<file path="src/rtl/decode_pkg.sv">
// Shared types and constants for the decode/execute boundary of the 24-bit core.
//   decode_ctrl_t : packed 16-bit control word produced by the control decoder
//   REG_ZERO      : architectural zero register address
//   REG_PC        : program counter register address
//   CTRL_BUBBLE   : control word of an inserted bubble (no side effects)
package decode_pkg;

  typedef struct packed {
    logic       RegWrite;
    logic       MemWrite;
    logic       MemtoReg;
    logic       ALUSrc;
    logic       Branch;
    logic [2:0] ALUControl;
    logic [1:0] FlagWrite;
    logic [3:0] Cond;
    logic [1:0] spare;
  } decode_ctrl_t;

  localparam logic [3:0]   REG_ZERO    = 4'd0;
  localparam logic [3:0]   REG_PC      = 4'd15;
  localparam decode_ctrl_t CTRL_BUBBLE = 16'h0;

endpackage

</file>
<file path="src/rtl/operand_bypass_mux.sv">
// Combinational source-operand selection for one decode read port.
//   RA      : source register address
//   RD      : register file read data
//   PCPlus8 : value seen when reading register 15
//   WA3W    : writeback destination address
//   WD3W    : writeback data
//   WE3W    : writeback write enable
//   Operand : selected operand value
module operand_bypass_mux
  import decode_pkg::*;
#(
  parameter int unsigned N = 24
) (
  input  logic [3:0]   RA,
  input  logic [N-1:0] RD,
  input  logic [N-1:0] PCPlus8,
  input  logic [3:0]   WA3W,
  input  logic [N-1:0] WD3W,
  input  logic         WE3W,
  output logic [N-1:0] Operand
);

  // Zero and PC reads win over the bypass, so a writeback to r15 is never forwarded.
  always_comb begin
    Operand = RD;
    if (RA == REG_ZERO) begin
      Operand = '0;
    end else if (RA == REG_PC) begin
      Operand = PCPlus8;
    end else if (WE3W && (WA3W == RA)) begin
      Operand = WD3W;
    end
  end

endmodule

</file>
<file path="src/rtl/decode_execute_register.sv">
// Decode-to-execute pipeline register with stall, flush and same-edge writeback bypass.
//   clk, rst            : clock, asynchronous active-high reset
//   StallE, FlushE      : hold the stage / load a bubble (stall has priority)
//   RA1D, RA2D, WA3D    : decode source and destination addresses
//   RD1D, RD2D          : register file read data
//   ExtImmD, PCPlus8D   : extended immediate, PC+8 for r15 reads
//   CtrlD               : decoded control word
//   WA3W, WD3W, WE3W    : writeback port, used for the same-edge bypass
//   RD1E..CtrlE, ValidE : captured execute-stage contents
//   StallCount          : saturating count of stalled cycles
//   FlushCount          : saturating count of inserted bubbles
module decode_execute_register
  import decode_pkg::*;
#(
  parameter int unsigned N  = 24,
  parameter int unsigned CW = 16
) (
  input  logic         clk,
  input  logic         rst,
  input  logic         StallE,
  input  logic         FlushE,
  input  logic [3:0]   RA1D,
  input  logic [3:0]   RA2D,
  input  logic [3:0]   WA3D,
  input  logic [N-1:0] RD1D,
  input  logic [N-1:0] RD2D,
  input  logic [N-1:0] ExtImmD,
  input  logic [N-1:0] PCPlus8D,
  input  decode_ctrl_t CtrlD,
  input  logic [3:0]   WA3W,
  input  logic [N-1:0] WD3W,
  input  logic         WE3W,
  output logic [N-1:0] RD1E,
  output logic [N-1:0] RD2E,
  output logic [N-1:0] ExtImmE,
  output logic [3:0]   RA1E,
  output logic [3:0]   RA2E,
  output logic [3:0]   WA3E,
  output decode_ctrl_t CtrlE,
  output logic         ValidE,
  output logic [CW-1:0] StallCount,
  output logic [CW-1:0] FlushCount
);

  localparam logic [CW-1:0] CntOne = {{(CW-1){1'b0}}, 1'b1};

  logic [N-1:0]  op1, op2;
  logic [N-1:0]  rd1_q, rd1_d, rd2_q, rd2_d, imm_q, imm_d;
  logic [3:0]    ra1_q, ra1_d, ra2_q, ra2_d, wa3_q, wa3_d;
  decode_ctrl_t  ctrl_q, ctrl_d;
  logic          valid_q, valid_d;
  logic [CW-1:0] stall_cnt_q, stall_cnt_d, flush_cnt_q, flush_cnt_d;

  operand_bypass_mux #(.N(N)) u_op1_mux (
    .RA      (RA1D),
    .RD      (RD1D),
    .PCPlus8 (PCPlus8D),
    .WA3W    (WA3W),
    .WD3W    (WD3W),
    .WE3W    (WE3W),
    .Operand (op1)
  );

  operand_bypass_mux #(.N(N)) u_op2_mux (
    .RA      (RA2D),
    .RD      (RD2D),
    .PCPlus8 (PCPlus8D),
    .WA3W    (WA3W),
    .WD3W    (WD3W),
    .WE3W    (WE3W),
    .Operand (op2)
  );

  always_comb begin
    rd1_d       = rd1_q;
    rd2_d       = rd2_q;
    imm_d       = imm_q;
    ra1_d       = ra1_q;
    ra2_d       = ra2_q;
    wa3_d       = wa3_q;
    ctrl_d      = ctrl_q;
    valid_d     = valid_q;
    stall_cnt_d = stall_cnt_q;
    flush_cnt_d = flush_cnt_q;
    if (StallE) begin
      // Hold everything; a pending flush is dropped and not counted.
      if (stall_cnt_q != '1) stall_cnt_d = stall_cnt_q + CntOne;
    end else if (FlushE) begin
      // Zeroed addresses keep the forwarding unit from matching a bubble.
      rd1_d   = '0;
      rd2_d   = '0;
      imm_d   = '0;
      ra1_d   = REG_ZERO;
      ra2_d   = REG_ZERO;
      wa3_d   = REG_ZERO;
      ctrl_d  = CTRL_BUBBLE;
      valid_d = 1'b0;
      if (flush_cnt_q != '1) flush_cnt_d = flush_cnt_q + CntOne;
    end else begin
      rd1_d   = op1;
      rd2_d   = op2;
      imm_d   = ExtImmD;
      ra1_d   = RA1D;
      ra2_d   = RA2D;
      wa3_d   = WA3D;
      ctrl_d  = CtrlD;
      valid_d = 1'b1;
    end
  end

  always_ff @(posedge clk or posedge rst) begin
    if (rst) begin
      rd1_q       <= '0;
      rd2_q       <= '0;
      imm_q       <= '0;
      ra1_q       <= '0;
      ra2_q       <= '0;
      wa3_q       <= '0;
      ctrl_q      <= CTRL_BUBBLE;
      valid_q     <= 1'b0;
      stall_cnt_q <= '0;
      flush_cnt_q <= '0;
    end else begin
      rd1_q       <= rd1_d;
      rd2_q       <= rd2_d;
      imm_q       <= imm_d;
      ra1_q       <= ra1_d;
      ra2_q       <= ra2_d;
      wa3_q       <= wa3_d;
      ctrl_q      <= ctrl_d;
      valid_q     <= valid_d;
      stall_cnt_q <= stall_cnt_d;
      flush_cnt_q <= flush_cnt_d;
    end
  end

  assign RD1E       = rd1_q;
  assign RD2E       = rd2_q;
  assign ExtImmE    = imm_q;
  assign RA1E       = ra1_q;
  assign RA2E       = ra2_q;
  assign WA3E       = wa3_q;
  assign CtrlE      = ctrl_q;
  assign ValidE     = valid_q;
  assign StallCount = stall_cnt_q;
  assign FlushCount = flush_cnt_q;

endmodule

</file>
<file path="config.mk">
export PLATFORM = sky130hd
export DESIGN_NAME = decode_execute_register
export DESIGN_NICKNAME = d
export VERILOG_FILES = /design/src/rtl/decode_pkg.sv /design/src/rtl/operand_bypass_mux.sv /design/src/rtl/decode_execute_register.sv
export SDC_FILE = /design/constraint.sdc
export NUM_CORES = 1
export LEC_CHECK = 0
export CAP_MARGIN = 10
export CORE_AREA = 2 2 113 115
export CTS_CLUSTER_DIAMETER = 50
export CTS_CLUSTER_SIZE = 14
export DETAILED_ROUTE_END_ITERATION = 7
export DIE_AREA = 0 0 115 117
export DONT_BUFFER_PORTS = 1
export PLACE_DENSITY_LB_ADDON = 0.15
export SLEW_MARGIN = 10
export SYNTH_ARGS = -nofsm -noshare
export SYNTH_HDL_FRONTEND = slang
export SYNTH_SLANG_ARGS = --single-unit
</file>
<file path="constraint.sdc">
create_clock -name clk -period 6.7 [get_ports clk]
set_input_delay 2.01 -clock clk [delete_from_list [all_inputs] [get_ports clk]]
set_output_delay 2.01 -clock clk [all_outputs]
set_load 0.02 [all_outputs]
</file>
Word level (Yosys, flattened, before mapping)
Index checks and enable logic that the tools add are counted.
{"block": "word_totals", "reg_bits": 133, "latch_bits": 0, "ram_bits": 0, "rom_bits": 0, "input_bits": 157, "output_inout_bits": 133, "mem_count": 0}
{"block": "op_classes", "add_sub_neg": 2, "mul": 0, "div_mod_pow": 0, "n_lt_le_gt_ge": 0, "eq_ne": 6, "shifts": 0, "muxes": 14, "bitwise": 1, "reduce_logical": 6}
{"op": "two-way mux 24 bit", "n": 9}
{"op": "adder 16 x 1 -> 16 bit (second input constant)", "n": 2}
{"op": "inequality test 16 bit (second input constant)", "n": 2}
{"op": "two-way mux 16 bit", "n": 1}
{"op": "two-way mux 4 bit", "n": 3}
{"op": "equality test 4 bit", "n": 2}
{"op": "equality test 4 bit (second input constant)", "n": 2}
{"op": "logical NOT 4 bit", "n": 2}
{"op": "AND reduction 3 bit", "n": 1}
{"op": "logical AND 1 bit", "n": 2}
{"op": "AND reduction 2 bit", "n": 1}
{"op": "two-way mux 1 bit", "n": 1}
{"op": "inverter 1 bit", "n": 1}

Depth between registers and ports, before layout
Gate-level depths: netlist of the first run.
{"block": "depth", "depth_word": 6, "mapped_depth": 6, "depth_no_buf": 5}

Modules after synthesis
From an unflattened synthesis of the first run, not the netlist that was laid out.
{"block": "hier_totals", "hier_cells": 629, "area_unflattened_um2": 7003.0}
{"mod": "decode_execute_register", "n_inst": 1, "cells_per_inst": 379, "area_per_inst_um2": 5138.7, "seq_area_each_um2": 3328.2}
{"mod": "operand_bypass_mux", "n_inst": 2, "cells_per_inst": 125, "area_per_inst_um2": 932.1, "seq_area_each_um2": 0.0}

Worst setup path after synthesis of the first run
OpenSTA, ideal clock, no wires.
{"block": "synth_timing", "path_type": "input to register", "startpoint": "input StallE", "endpoint": "register rd1_q[0], in the netlist RD1E[0]", "setup_time_ns": 0.088, "arrival_ns": 3.104, "required_time_ns": 6.612, "path_slack_ns": 3.507, "path_stages": 6, "path_buffers": 2, "path_cell_list": "clkbuf_1 > nor2_4 > o41ai_2 > clkbuf_1 > o21a_1 > a41oi_1"}
{"item": "start: declaration", "line_no": "decode_execute_register.sv:20", "source": "input logic StallE,"}
{"item": "end signal: assignment", "line_no": "decode_execute_register.sv:124", "source": "rd1_q <= rd1_d;"}
{"item": "end: declaration", "line_no": "decode_execute_register.sv:48", "source": "logic [N-1:0] rd1_q, rd1_d, rd2_q, rd2_d, imm_q, imm_d;"}

Worst setup path in the final report of the first run
{"block": "layout_timing", "startpoint": "input RA1D[0]", "endpoint": "register rd1_q[19], in the netlist RD1E[19]"}
{"block": "layout_via", "elab_chain_cells": 6, "word_cells_on_any_way": 8}
{"item": "start: declaration", "line_no": "decode_execute_register.sv:22", "source": "input logic [3:0] RA1D,"}
{"item": "equality test 4 bit", "line_no": "operand_bypass_mux.sv:30", "source": "end else if (WE3W && (WA3W == RA)) begin"}
{"item": "logical AND 1 bit", "line_no": "operand_bypass_mux.sv:30"}
{"item": "two-way mux 24 bit", "line_no": "operand_bypass_mux.sv:30"}
{"item": "two-way mux 24 bit", "line_no": "operand_bypass_mux.sv:28", "source": "end else if (RA == REG_PC) begin"}
{"item": "two-way mux 24 bit (*)", "line_no": "operand_bypass_mux.sv:26", "source": "if (RA == REG_ZERO) begin"}
{"item": "two-way mux 24 bit (*)", "line_no": "decode_execute_register.sv:88", "source": "end else if (FlushE) begin"}
Every way passes the cells marked *; elsewhere a longest branch is shown, timed or not.
A chain may end at the register's enable or synchronous reset.

==> impl_metrics.tcl, run 1 <==
set metrics [dict create \
    initialDrtViolationCount 420 \
    cts_tree "yes" \
    postCtsSetupBuffers 0 \
    clock.fmax_ghz 0.297 \
    fin_crit_sh 0.502 \
    cts_resized 0 \
    cp.required_ns 6.95 \
    async_flop_share 1.00 \
    grt_pass1_vias 5699 \
    wirelength_um 20300 \
    clkPwrFrac 0.397 \
    period_needed_ns 3.36 \
    synth_area_leaders "dfrtp_1, a22o_1, a41oi_1, o21a_1, nand3_1" \
    synth_top_area_cell "dfrtp_1" \
    rsz0062_at_grt "no" \
    areaGrowthSynthToFinish_pct 9.52 \
    fp-row-count 41 \
    vias 5461 \
    worstHoldStart "FlushCount[8]$_DFFE_PP0P_" \
    synth_top_cell_area_share 0.504 \
    die_h_um 117 \
    postRouteAntennaNets 0 \
    max_slew.worst_pin.slew_ns 1.16 \
    rr_startpoint "FlushCount[6]$_DFFE_PP0P_" \
    max_slew_margin 0.225 \
    cap_violations 0 \
    drt-pass1-iter-count 5 \
    internal_power_w 0.00152 \
    synth_most_common_cell "dfrtp_1" \
    numCtsBuffers 17 \
    skew_ns 0.00785 \
    crit_arrival_ns 3.61 \
    grt_usage 0.291 \
    synth_area_mm2 0.00661 \
    nNetsFinal 798 \
    p_switching_w 0.000731 \
    synth-xor-area-share 0.0371 \
    setup_viol 0 \
    hold_depth 1 \
    yosysUniqueCellTypes 44 \
    crit_type "in -> reg" \
    ir_drop_mv 0.157 \
    clk_latency_ns 0.41 \
    fp.dieW_um 115 \
    ys_seq_elements 133 \
    whs_endpoint "FlushCount[8]$_DFFE_PP0P_" \
    via_per_inst 6.81 \
    drv_slew 0 \
    powerDensity_mw_per_mm2 312 \
    start_util 0.537 \
    ctsLongestPathBuffers 2 \
    r2r_slack_ns 4.44 \
    hold_viol_final 0 \
    ios 290 \
    remaining_drc_errors 0 \
    wire_per_inst_um 25.4 \
    worstPathMaxFanout 24 \
    status "completed" \
    clock_sink_count 133 \
    synth_top_family_by_area "compound AO/OA/AOI/OAI gates" \
    yosys.area_share.simple 0.162 \
    n_antenna_cell 0 \
    switching_share 0.324 \
    synth_edf_count 0 \
    core_area_mm2 0.0123 \
    synth_compound_area_frac 0.253 \
    final.setup.tns_ns 0 \
    holdBufCountCts 0 \
    synth_nets 825 \
    r2r_cells 4 \
    cp-end-kind "flip-flop" \
    ys_warn_count 0 \
    fin_total_pwr_w 0.00225 \
    synth_commonest_cells "dfrtp_1, nand2_1, nand3_1" \
    clk_pin_slew_ns 0.06 \
    synth_mux_area_frac 0.00909 \
    grt_pass1_wl_um 30200 \
    hpwlAfterDp_um 13300 \
    pwr-share-seq 0.488 \
    dieArea_mm2 0.0135 \
    grt_max_degree 111 \
    startpoint_type "primary input" \
    gp_congestion 0.846 \
    synth_cells 666 \
    avgSynthCellArea_um2 9.92 \
    synth_flop_cell "dfrtp_1" \
    leakagePower_nw 3.02 \
    overflow 0 \
    antenna_found_initial 1 \
    htree_levels 4 \
    reg2reg_to "FlushCount[1]$_DFFE_PP0P_" \
    root_buffer "clkbuf_16" \
    port-buffer-count 0 \
    p_comb_frac 0.116 \
    yosysSeqAreaShare 0.504 \
    final_layout_size_suffix_gt1_frac 0.0752 \
    synth_fa_ha_area_frac 0.00379 \
    hold_class "reg -> reg" \
]
==> sequential cells by signal (all words and copies together) (netlist names) <==
signal,count
ExtImmE,24
RD1E,24
RD2E,24
CtrlE,16
FlushCount,16
StallCount,16
RA1E,4
RA2E,4
WA3E,4
ValidE,1
==> kinds of logic (layout without fill, tap and decap cells) <==
family	Yosys count	in the layout
and+or+nand+nor	224	224
AOI/OAI and AO/OA	220	220
DFF	133	133
buffers and inverters	54	40
xor gates and xnor gates	28	28
muxes	5	5
adders and majority gates	2	2
==> metal layers <==
metal	global-route usage	up-vias	share of wire
met5	0	-	0.00064
li1	-	2434	-
met3	0.114	46	0.099
met4	0.133	2	0.026
met1	0.324	2693	0.37
met2	0.495	286	0.50
==> power by group through the flow <==
| stage | logic [W] | clock network [W] | registers, W |
|---|---|---|---|
| 6_report | 0.000261 | 0.000894 | 0.00110 |
| 5_1_grt | 0.000289 | 0.000945 | 0.00111 |
| 4_1_cts | 0.000261 | 0.000908 | 0.00110 |
| 3_5_place_dp | 0.000257 | 0 | 0.00111 |
| 3_3_place_gp | 0.000244 | 0 | 0.00111 |
| 2_1_floorplan | 0.000216 | 0 | 0.00107 |
==> cell usage in the layout (no fill, tap or decap), drive strengths merged, types with 6 or more instances in the layout <==
master,count
a41oi,49
nor2,58
clkbuf,18
nand4,7
nand2,62
buf,6
o21a,48
xnor2,20
a22o,52
and3,13
xor2,8
nand3,60
dfrtp,133
clkinv,8
o21ai,50
==> area by class of cell <==
| cell class | count | area (um2) |
|---|---|---|
| fill | 1076 | 5070 |
| sequential | 133 | 3330 |
| multi-input combinational | 479 | 3100 |
| clock buffer | 18 | 439 |
| tap | 150 | 188 |
| clock inverter | 14 | 129 |
| timing repair buffer | 6 | 45.0 |
| inverter | 2 | 12.5 |
==> worst max-delay path, stage by stage <==
cell and delay (ns):
xnor2_1 0.24, nand3_1 0.74, o21ai_0 0.45, a41oi_1 0.16
==> how the worst max path moves through the flow <==
stage	from	to	cells past startpoint
2_1_floorplan	rst	CtrlE[0]$_DFFE_PP0N_	1
3_3_place_gp	WA3W[1]	RD2E[3]$_DFFE_PP0N_	4
3_5_place_dp	RA1D[1]	RD1E[11]$_DFFE_PP0N_	4
4_1_cts	RA1D[0]	RD1E[10]$_DFFE_PP0N_	4
5_1_grt	RA1D[0]	RD1E[19]$_DFFE_PP0N_	4
6_report	RA1D[0]	RD1E[19]$_DFFE_PP0N_	4
==> stage by stage <==
stage	hold WS (ns)	worst slack [ns]	std cells	util	instance area (um2)
6_report	0.637	3.34	802	0.588	7240
5_1_grt	0.674	3.22	802	0.588	7240
4_1_cts	0.642	3.39	802	0.588	7240
3_5_place_dp	0.634	2.96	770	0.542	6670
3_3_place_gp	0.620	3.06	770	0.542	6670
2_1_floorplan	0.595	1.14	666	-	6610
Power figures use the tool's default switching activity.
==> run 2: changes to the inputs <==
--- a/config.mk
+++ b/config.mk
@@ -5,12 +5,13 @@
 export SDC_FILE = /design/constraint.sdc
 export NUM_CORES = 1
 export LEC_CHECK = 0
+export ABC_AREA = 1
 export CAP_MARGIN = 10
-export CORE_AREA = 2 2 113 115
+export CORE_MARGIN = 2
+export CORE_UTILIZATION = 59
 export CTS_CLUSTER_DIAMETER = 50
 export CTS_CLUSTER_SIZE = 14
 export DETAILED_ROUTE_END_ITERATION = 7
-export DIE_AREA = 0 0 115 117
 export DONT_BUFFER_PORTS = 1
 export PLACE_DENSITY_LB_ADDON = 0.15
 export SLEW_MARGIN = 10
==> constraint.sdc (replaced) <==
create_clock -name clk -period 3.3 [get_ports clk]
set_input_delay 0.99 -clock clk [delete_from_list [all_inputs] [get_ports clk]]
set_output_delay 0.99 -clock clk [all_outputs]
set_load 0.02 [all_outputs]
==> impl_metrics.tcl, run 2 <==
set metrics [dict create \
    startpoint_type "primary input" \
    gp_congestion 0.948 \
    r2r_slack_ns 1.24 \
    final_layout_size_suffix_gt1_frac 0.0834 \
    skew_ns 0.00698 \
    wirelength_um 20900 \
    areaGrowthSynthToFinish_pct 8.99 \
    final.setup.tns_ns 0 \
    status "completed" \
    leakagePower_nw 3.88 \
    cp-end-kind "flip-flop" \
    r2r_cells 8 \
    initialDrtViolationCount 674 \
    layout_common_cells "nand2_1, dfrtp_1, nand3_1" \
    hold_viol_final 0 \
    overflow 0 \
    setup_viol 0 \
    rr_startpoint "FlushCount[0]$_DFFE_PP0P_" \
    crit_arrival_ns 2.47 \
    clock.fmax_ghz 0.462 \
    async_flop_share 1.00 \
    synth_cells 867 \
    synth_area_mm2 0.00692 \
    ys_seq_elements 133 \
    grt_max_degree 106 \
    wire_per_inst_um 20.8 \
    reg2reg_to "FlushCount[9]$_DFFE_PP0P_" \
    cp.required_ns 3.61 \
    switching_share 0.335 \
    synth_top_area_cell "dfrtp_1" \
    postCtsSetupBuffers 0 \
    ios 290 \
    final_common_cell "nand2_1" \
    pwr-share-seq 0.490 \
    cts_resized 0 \
    powerDensity_mw_per_mm2 601 \
    max_slew.worst_pin.slew_ns 1.18 \
    p_comb_frac 0.119 \
    nNetsFinal 1009 \
    port-buffer-count 0 \
    remaining_drc_errors 0 \
    rsz0062_at_grt "no" \
    die_h_um 112 \
    internal_power_w 0.00301 \
    ir_drop_mv 0.529 \
    htree_levels 4 \
    clk_latency_ns 0.41 \
    yosysUniqueCellTypes 31 \
    grt_pass1_wl_um 32600 \
    clock_sink_count 133 \
    postRouteAntennaNets 0 \
    synth_commonest_cells "nand2_1, dfrtp_1, nand3_1" \
    numCtsBuffers 17 \
    fin_crit_sh 0.656 \
    cap_violations 0 \
    worstPathMaxFanout 25 \
    fillers 933 \
    hold_class "in -> async" \
    ctsLongestPathBuffers 2 \
    crit_type "in -> reg" \
    drv_slew 0 \
    clk_pin_slew_ns 0.07 \
    period_needed_ns 2.16 \
    cts_tree "yes" \
    holdWs_ns 0.580 \
    avgSynthCellArea_um2 7.98 \
    vias 6296 \
    synth_nets 1026 \
    antenna_found_initial 0 \
    fp.dieW_um 112 \
    clkPwrFrac 0.392 \
    holdBufCountCts 0 \
    p_switching_w 0.00152 \
    synth_edf_count 0 \
    start_util 0.606 \
    max_slew_margin 0.210 \
    ys_warn_count 0 \
    n_antenna_cell 0 \
    grt_pass1_vias 5977 \
    synth_most_common_cell "nand2_1" \
    fp-row-count 39 \
    core_area_mm2 0.0114 \
    synth_area_leaders "dfrtp_1, nand2_1, a22o_1, nand3_1, nand4_1" \
    synth_top_cell_area_share 0.481 \
    synth_flop_cell "dfrtp_1" \
    root_buffer "clkbuf_16" \
    dieArea_mm2 0.0126 \
    via_per_inst 6.26 \
    yosysSeqAreaShare 0.481 \
    grt_usage 0.332 \
    drt-pass1-iter-count 7 \
    hpwlAfterDp_um 14700 \
]
==> run 2: cell types whose count changed in the layout (fill, tap and decap cells not counted), moves of 6 or more <==
cell,before,now
nand2_1,62,312
inv_1,1,60
a41oi_1,49,0
o21a_1,48,0
nand4_1,5,52
a21oi_1,5,48
nor2_1,57,21
o21ai_0,49,17
and3_1,13,0
a22o_1,52,44
nand3_1,60,68
xnor2_1,20,12
buf_4,6,12
==> run 2: area by class of cell <==
type	instances	area [um2]	share of cell area
Multi-Input combinational cell	618	3110	0.412
Sequential cell	133	3330	0.442
Tap cell	143	179	0.0237
Timing Repair Buffer	13	110	0.0146
Clock buffer	19	443	0.0588
Inverter	67	258	0.0342
Clock inverter	13	113	0.0149
==> run 2: power by group through the flow <==
stage               Combinational [W]  Sequential [W]  Clock [W]
floorplan                    0.000451         0.00218          0
global placement             0.000509         0.00225          0
CTS                          0.000532         0.00222    0.00178
detailed placement           0.000531         0.00225          0
finish                       0.000537         0.00222    0.00177
global route                 0.000603         0.00224    0.00187
==> run 2: metrics by stage <==
stage / util / total power, W / std cells / setup slack, ns / instance area (um2)
finish: 0.660 / 0.00453 / 1006 / 1.14 / 7540
global route: 0.660 / 0.00472 / 1006 / 1.03 / 7540
CTS: 0.660 / 0.00453 / 1006 / 1.21 / 7540
detailed placement: 0.611 / 0.00278 / 974 / 0.776 / 6980
global placement: 0.611 / 0.00275 / 974 / 0.803 / 6980
floorplan: - / 0.00263 / 867 / 0.659 / 6920
==> run 2: how the worst max path moves through the flow <==
stage | slack, ns | end | cells after the start | start
finish | 1.14 | RD1E[21]$_DFFE_PP0N_ | 10 | WA3W[3]
global route | 1.03 | RD2E[13]$_DFFE_PP0N_ | 10 | WA3W[3]
CTS | 1.21 | RD1E[21]$_DFFE_PP0N_ | 10 | WA3W[3]
detailed placement | 0.78 | RD1E[21]$_DFFE_PP0N_ | 10 | WA3W[3]
global placement | 0.80 | RD1E[0]$_DFFE_PP0N_ | 10 | WA3W[3]
floorplan | 0.66 | CtrlE[0]$_DFFE_PP0N_ | 1 | rst
==> run 2: logic make-up after synthesis <==
group	share of synthesized area
and+or+nand+nor	0.308
DFF	0.481
AOI/OAI and AO/OA	0.110
buffers and inverters	0.0711
xor gates and xnor gates	0.0253
adders and majority gates	0.00362
==> run 2: metal layers <==
layer	vias up	wire length (um)	global-route usage
met4	0	406	0.0902
met5	-	0	0
met3	43	2390	0.119
li1	2838	-	-
met2	398	10300	0.536
met1	3017	7870	0.428
==> run 2: critical path, cell delays in order <==
cell and delay, ns:
inv_1 0.03, nand2_1 0.06, nand2_1 0.05, inv_1 0.04
buf_4 0.29, nand3_2 0.51, nand2_1 0.24, nand3_1 0.09
nand2_1 0.10, nand2_1 0.06
